### config.mk
export PLATFORM = sky130hd
export DESIGN_NAME = uart_tx_word_sequencer
export DESIGN_NICKNAME = d
export VERILOG_FILES = /design/src/rtl/uart_tx_word_sequencer_pkg.sv /design/src/rtl/uart_rr_arb2.sv /design/src/rtl/uart_tx_word_sequencer.sv
export SDC_FILE = /design/constraint.sdc
export NUM_CORES = 1
export LEC_CHECK = 0
export CAP_MARGIN = 20
export CORE_MARGIN = 4
export CORE_UTILIZATION = 55
export DETAILED_ROUTE_END_ITERATION = 16
export DONT_BUFFER_PORTS = 1
export PLACE_DENSITY = 0.73
export REMOVE_ABC_BUFFERS = 1
export SLEW_MARGIN = 20
export SYNTH_ARGS = -nofsm -noshare
export SYNTH_HDL_FRONTEND = slang
export SYNTH_SLANG_ARGS = --single-unit
export TNS_END_PERCENT = 1
### constraint.sdc
create_clock -name clk -period 2.3 [get_ports clk]
set_clock_uncertainty 0.15 [all_clocks]
set_input_delay 0.46 -clock clk [delete_from_list [all_inputs] [get_ports clk]]
set_output_delay 0.46 -clock clk [all_outputs]
set_load 0.05 [all_outputs]
### src/rtl/uart_tx_word_sequencer_pkg.sv
// Shared definitions for the UART word sequencer: FSM state encoding and
// the byte-count helpers used to size the per-word byte counter.
package uart_tx_word_sequencer_pkg;

  // One-hot state encoding, same style as the transmitter this block feeds.
  localparam int         STATE_W = 4;
  localparam logic [3:0] ST_IDLE = 4'b0001;
  localparam logic [3:0] ST_SEND = 4'b0010;
  localparam logic [3:0] ST_WAIT = 4'b0100;
  localparam logic [3:0] ST_DONE = 4'b1000;

  // Per-requester vector (requester 0 in bit 0, requester 1 in bit 1).
  typedef logic [1:0] req_vec_t;

  // Number of transmitter bytes that make up one requester word.
  function automatic int calc_nb_bytes(input int nb_word, input int nb_data);
    return nb_word / nb_data;
  endfunction

  // Byte counter width; at least one bit even when a word is a single byte.
  function automatic int calc_cnt_w(input int nb_bytes);
    return (nb_bytes > 1) ? $clog2(nb_bytes) : 1;
  endfunction

endpackage

### src/rtl/uart_rr_arb2.sv
// Two-way round-robin arbiter. Purely combinational: when only one requester
// is valid it wins; when both are valid the one that did not win last time
// gets the grant.
module uart_rr_arb2
  import uart_tx_word_sequencer_pkg::*;
(
  input  req_vec_t i_valid,
  input  logic     i_last_grant,
  output logic     o_grant_valid,
  output logic     o_grant_id,
  output req_vec_t o_grant_onehot
);

  // Pick the winner from the valid vector and the previous winner.
  always_comb begin
    o_grant_valid  = |i_valid;
    o_grant_id     = 1'b0;
    case (i_valid)
      2'b01:   o_grant_id = 1'b0;
      2'b10:   o_grant_id = 1'b1;
      2'b11:   o_grant_id = ~i_last_grant;
      default: o_grant_id = 1'b0;
    endcase
    o_grant_onehot = 2'b00;
    if (o_grant_valid) begin
      o_grant_onehot = o_grant_id ? 2'b10 : 2'b01;
    end
  end

endmodule

### src/rtl/uart_tx_word_sequencer.sv
// Shares one UART transmitter between two word-wide requesters. A word is
// granted round-robin, then sent LSB byte first; each byte gets a start pulse
// and the next byte waits for the transmitter's done pulse.
module uart_tx_word_sequencer
  import uart_tx_word_sequencer_pkg::*;
#(
  parameter int NB_DATA = 8,
  parameter int NB_WORD = 32
) (
  input  logic               clk,
  input  logic               i_reset,
  input  logic [1:0]         i_req_valid,
  input  logic [NB_WORD-1:0] i_req_data0,
  input  logic [NB_WORD-1:0] i_req_data1,
  output logic [1:0]         o_req_ready,
  output logic [1:0]         o_word_done,
  output logic               o_start_tx,
  output logic [NB_DATA-1:0] o_tx_data,
  input  logic               i_txdone,
  output logic               o_busy
);

  localparam int               NB_BYTES  = calc_nb_bytes(NB_WORD, NB_DATA);
  localparam int               CNT_W     = calc_cnt_w(NB_BYTES);
  localparam logic [CNT_W-1:0] LAST_BYTE = CNT_W'(NB_BYTES - 1);

  logic [STATE_W-1:0] state_q, state_d;
  logic [NB_WORD-1:0] shift_q, shift_d;
  logic [CNT_W-1:0]   byte_cnt_q, byte_cnt_d;
  logic               last_grant_q, last_grant_d;
  logic               grant_id_q, grant_id_d;

  logic               arb_valid;
  logic               arb_id;
  req_vec_t           arb_onehot;
  logic               in_idle;
  logic               accept;
  logic [NB_WORD-1:0] granted_word;

  uart_rr_arb2 u_arb (
    .i_valid        (i_req_valid),
    .i_last_grant   (last_grant_q),
    .o_grant_valid  (arb_valid),
    .o_grant_id     (arb_id),
    .o_grant_onehot (arb_onehot)
  );

  // Ready is only offered in IDLE, and never while reset is held low.
  assign in_idle      = (state_q == ST_IDLE);
  assign o_req_ready  = (in_idle && i_reset) ? arb_onehot : 2'b00;
  assign accept       = in_idle && arb_valid;
  assign granted_word = arb_id ? i_req_data1 : i_req_data0;

  // Next-state logic: accept a word, emit its bytes one per txdone, then retire.
  always_comb begin
    state_d      = state_q;
    shift_d      = shift_q;
    byte_cnt_d   = byte_cnt_q;
    last_grant_d = last_grant_q;
    grant_id_d   = grant_id_q;
    case (state_q)
      ST_IDLE: begin
        if (accept) begin
          shift_d      = granted_word;
          grant_id_d   = arb_id;
          last_grant_d = arb_id;
          byte_cnt_d   = '0;
          state_d      = ST_SEND;
        end
      end
      ST_SEND: begin
        state_d = ST_WAIT;
      end
      ST_WAIT: begin
        if (i_txdone) begin
          if (byte_cnt_q == LAST_BYTE) begin
            state_d = ST_DONE;
          end else begin
            shift_d    = shift_q >> NB_DATA;
            byte_cnt_d = byte_cnt_q + 1'b1;
            state_d    = ST_SEND;
          end
        end
      end
      ST_DONE: begin
        state_d = ST_IDLE;
      end
      default: begin
        state_d = ST_IDLE;
      end
    endcase
  end

  // State registers; reset drops any word in flight and favours requester 0 next.
  always_ff @(posedge clk or negedge i_reset) begin
    if (!i_reset) begin
      state_q      <= ST_IDLE;
      shift_q      <= '0;
      byte_cnt_q   <= '0;
      last_grant_q <= 1'b1;
      grant_id_q   <= 1'b0;
    end else begin
      state_q      <= state_d;
      shift_q      <= shift_d;
      byte_cnt_q   <= byte_cnt_d;
      last_grant_q <= last_grant_d;
      grant_id_q   <= grant_id_d;
    end
  end

  // The low byte of the shift register is the byte on the wire; it only moves
  // on accept or after a txdone, so it stays stable for the whole byte time.
  assign o_tx_data   = shift_q[NB_DATA-1:0];
  assign o_start_tx  = (state_q == ST_SEND);
  assign o_word_done = (state_q == ST_DONE) ? (grant_id_q ? 2'b10 : 2'b01) : 2'b00;
  assign o_busy      = !in_idle;

endmodule

==> flow_summary.yaml <==
pwr:
  p_per_area_nw_per_um2: 1560
  p_leak_nw: 1.30
  p_switching_mw: 1.61
  swShare: 0.377
  seq_power_share: 0.367
  combPwrFrac: 0.488
  vdd_drop_max_uv: 706
  p_int_mw: 2.66
  power_mw: 4.27
  pwr-share-clk: 0.145
run_status:
  outcome: "finished, final reports clean"
die:
  dieArea_sq_um: 5500
  ios: 83
  rows: 23
  fp.dieW_um: 74.2
  core_sq_um: 4120
  die_h_um: 74.2
  initial_core_util: 0.585
timing:
  fin_crit_ns: 2.20
  finalMaxSlewViolations: 0
  fmax_mhz: 454
  tightest_slew_ns: 0.496
  setup_viol: 0
  finalHoldViolCount: 0
  period_share: 0.957
  slew_headroom: 0.670
  rsz0062_at_grt: "false"
  setup_ws_ns: 0.0982
critical_path:
  cp_slowest_cell: "dfrtp_2"
  critPathCaptureType: "output pin"
  reg2reg_depth: 6
  crit_chain: "nor4b_4, buf_4, and4_4, buf_12"
  rrSetupSlack_ns: 0.11
  slowest_delay_ns: 0.46
  arrival_ns: 1.59
  startpoint_type: "flip-flop"
  crit_family: "simple AND/OR/NAND/NOR gates"
  path_max_fanout: 6
  worst-setup-path-type: "flip-flop to output pin"
  regToRegEndpoint: "shift_q[24]"
  crit_buf_inv: 2
  rr_startpoint: "state_q[3]"
  required_ns: 1.69
global_route:
  grt_pass1_wl_mm: 8.51
  overflow: 0
  antenna_found_initial: 0
  grt_pass1_vias: 1761
  grt_max_degree: 41
  grt_usage: 0.203
logic_synthesis:
  seq_area_frac_synth: 0.417
  syn_area_per_cell_sq_um: 9.48
  synth_edf_count: 0
  yosysUniqueCellTypes: 32
  synth_top_area_cell: "dfrtp_1"
  ys.flop_type: "dfrtp_1"
  synthArstFlopShare: 1.00
  netlist_instances: 254
  yosysWarnings: 0
  synth_area_sq_um: 2410
  synth_top_area_frac: 0.395
  synth_seq_cells: 40
  yosysMostFrequentCell: "a21oi_1"
  synth_common_cells: "a21oi_1, nand2_1, dfrtp_1"
  synth_area_leaders: "dfrtp_1, mux2_4, a21oi_1"
route:
  drtPass1Iterations: 4
  ant_nets: 0
  wl_mm: 5.23
  via_per_inst: 5.73
  post-route-drc-count: 0
  wl_per_cell_um: 16.8
  vias: 1789
  drt_iter0_markers: 74
cts:
  htree_num_levels: 2
  cts_tree: "built"
  cts_root_buffer: "clkbuf_8"
  clk_pin_slew_ns: 0.07
  cts_buffer_depth: 2
  cts.sinks: 40
  cts_buffers: 5
  clkLatencyLatePin_ns: 0.29
job:
  cap_violations: 0
place:
  dp_slack_ns: 0.0607
  dp_hpwl_mm: 3.64
  dp.cells: 299
  gp_congestion: 0.781
  port_buffers: 0
hold_path:
  worst_hold_startpoint: "i_req_valid[0]"
  hold_class: "input port to flip-flop"
  hold_depth: 1
  min_to: "last_grant_q"
final_layout:
  diodes: 0
  layout-drive-gt1-share: 0.286
  area_growth_pct: 13.8
  fillers: 343
  fin_nets: 331
  fin_cells: 312
## power by group through the flow
stage	clock [mW]	combinational [mW]	sequential [mW]
2_1_floorplan	0	1.55	1.51
3_3_place_gp	0	1.93	1.56
3_5_place_dp	0	1.99	1.57
4_1_cts	0.635	2.04	1.57
5_1_grt	0.658	2.25	1.62
6_report	0.618	2.08	1.57
## worst register-to-register path: cells and delay by family, from the launching register on
family	cells	cell delay (ns)
flip-flops	1	0.45
buffers and inverters	2	0.36
multiplexers	1	0.34
AND/OR/NAND/NOR	3	0.77
## cell families after synthesis
logic type,count (synthesis),synth area share
adders and majority gates,1,0.00519
buffers and inverters,28,0.0670
AOI/OAI and AO/OA,67,0.145
DFF,40,0.417
and+or+nand+nor,84,0.165
muxes,34,0.202
## what timing repair did
| action | CTS | global route |
|---|---|---|
| setup buffers | 1 | 2 |
| endpoints found under the hold margin | 40 | 0 |
| endpoints found under the setup margin | 1 | 35 |
| gates resized for setup | 2 | 4 |
| pin swaps | 0 | 2 |
| cloned | 0 | 0 |
| hold buffers | 2 | 0 |
## registers in the layout, indices dropped and copies added (netlist names)
register      flops
shift_q          32
state_q           4
byte_cnt_q        2
grant_id_q        1
last_grant_q      1
## worst max-delay path by stage
stage,start,endpoint,slack (ns),cells past startpoint
after floorplan,state_q[1],shift_q[24],-1.07,4
after global placement,state_q[3],shift_q[24],0.13,6
after detailed placement,state_q[1],shift_q[24],0.06,7
after CTS,state_q[1],o_req_ready[0],0.008,4
after global routing,state_q[2],o_req_ready[0],0.02,4
final,state_q[2],o_req_ready[0],0.1,4
## cell type report
type                       count  area (sq um)  share of cell area
sequential                    40          1010               0.367
tap                           50          62.6              0.0228
clock inverter                 1          30.0              0.0110
inverter                       3          11.3             0.00411
timing repair buffer          25           253              0.0922
clock buffer                   7          96.3              0.0351
multi-input combinational    186          1280               0.468
## metrics by stage
stage               hold slack [ns]  TNS, ns  utilization  instance area, sq um
global route                 0.0940        0        0.666                  2740
finish                       0.0919        0        0.666                  2740
floorplan                    0.0144   -36.55            -                  2260
detailed placement           0.0154        0        0.618                  2540
CTS                          0.0762        0        0.659                  2710
global placement             0.0155        0        0.618                  2540
## layout by cell type (no fill, tap or decap), drive strengths merged, types with 3 or more instances in the layout
master,n
inv,3
nand2,42
a21oi,58
buf,24
dfrtp,38
clkbuf,7
mux2,32
o21ai,4
nor4b,3
nor2,27
## routing by layer
layer | GRT usage | up-vias | wire length (um)
met4 | 0.0704 | 0 | 81
met1 | 0.269 | 846 | 2360
met5 | 0 | - | 0
li1 | - | 875 | -
met3 | 0.0446 | 9 | 346
met2 | 0.327 | 59 | 2440
(Power assumes the default switching activity.)
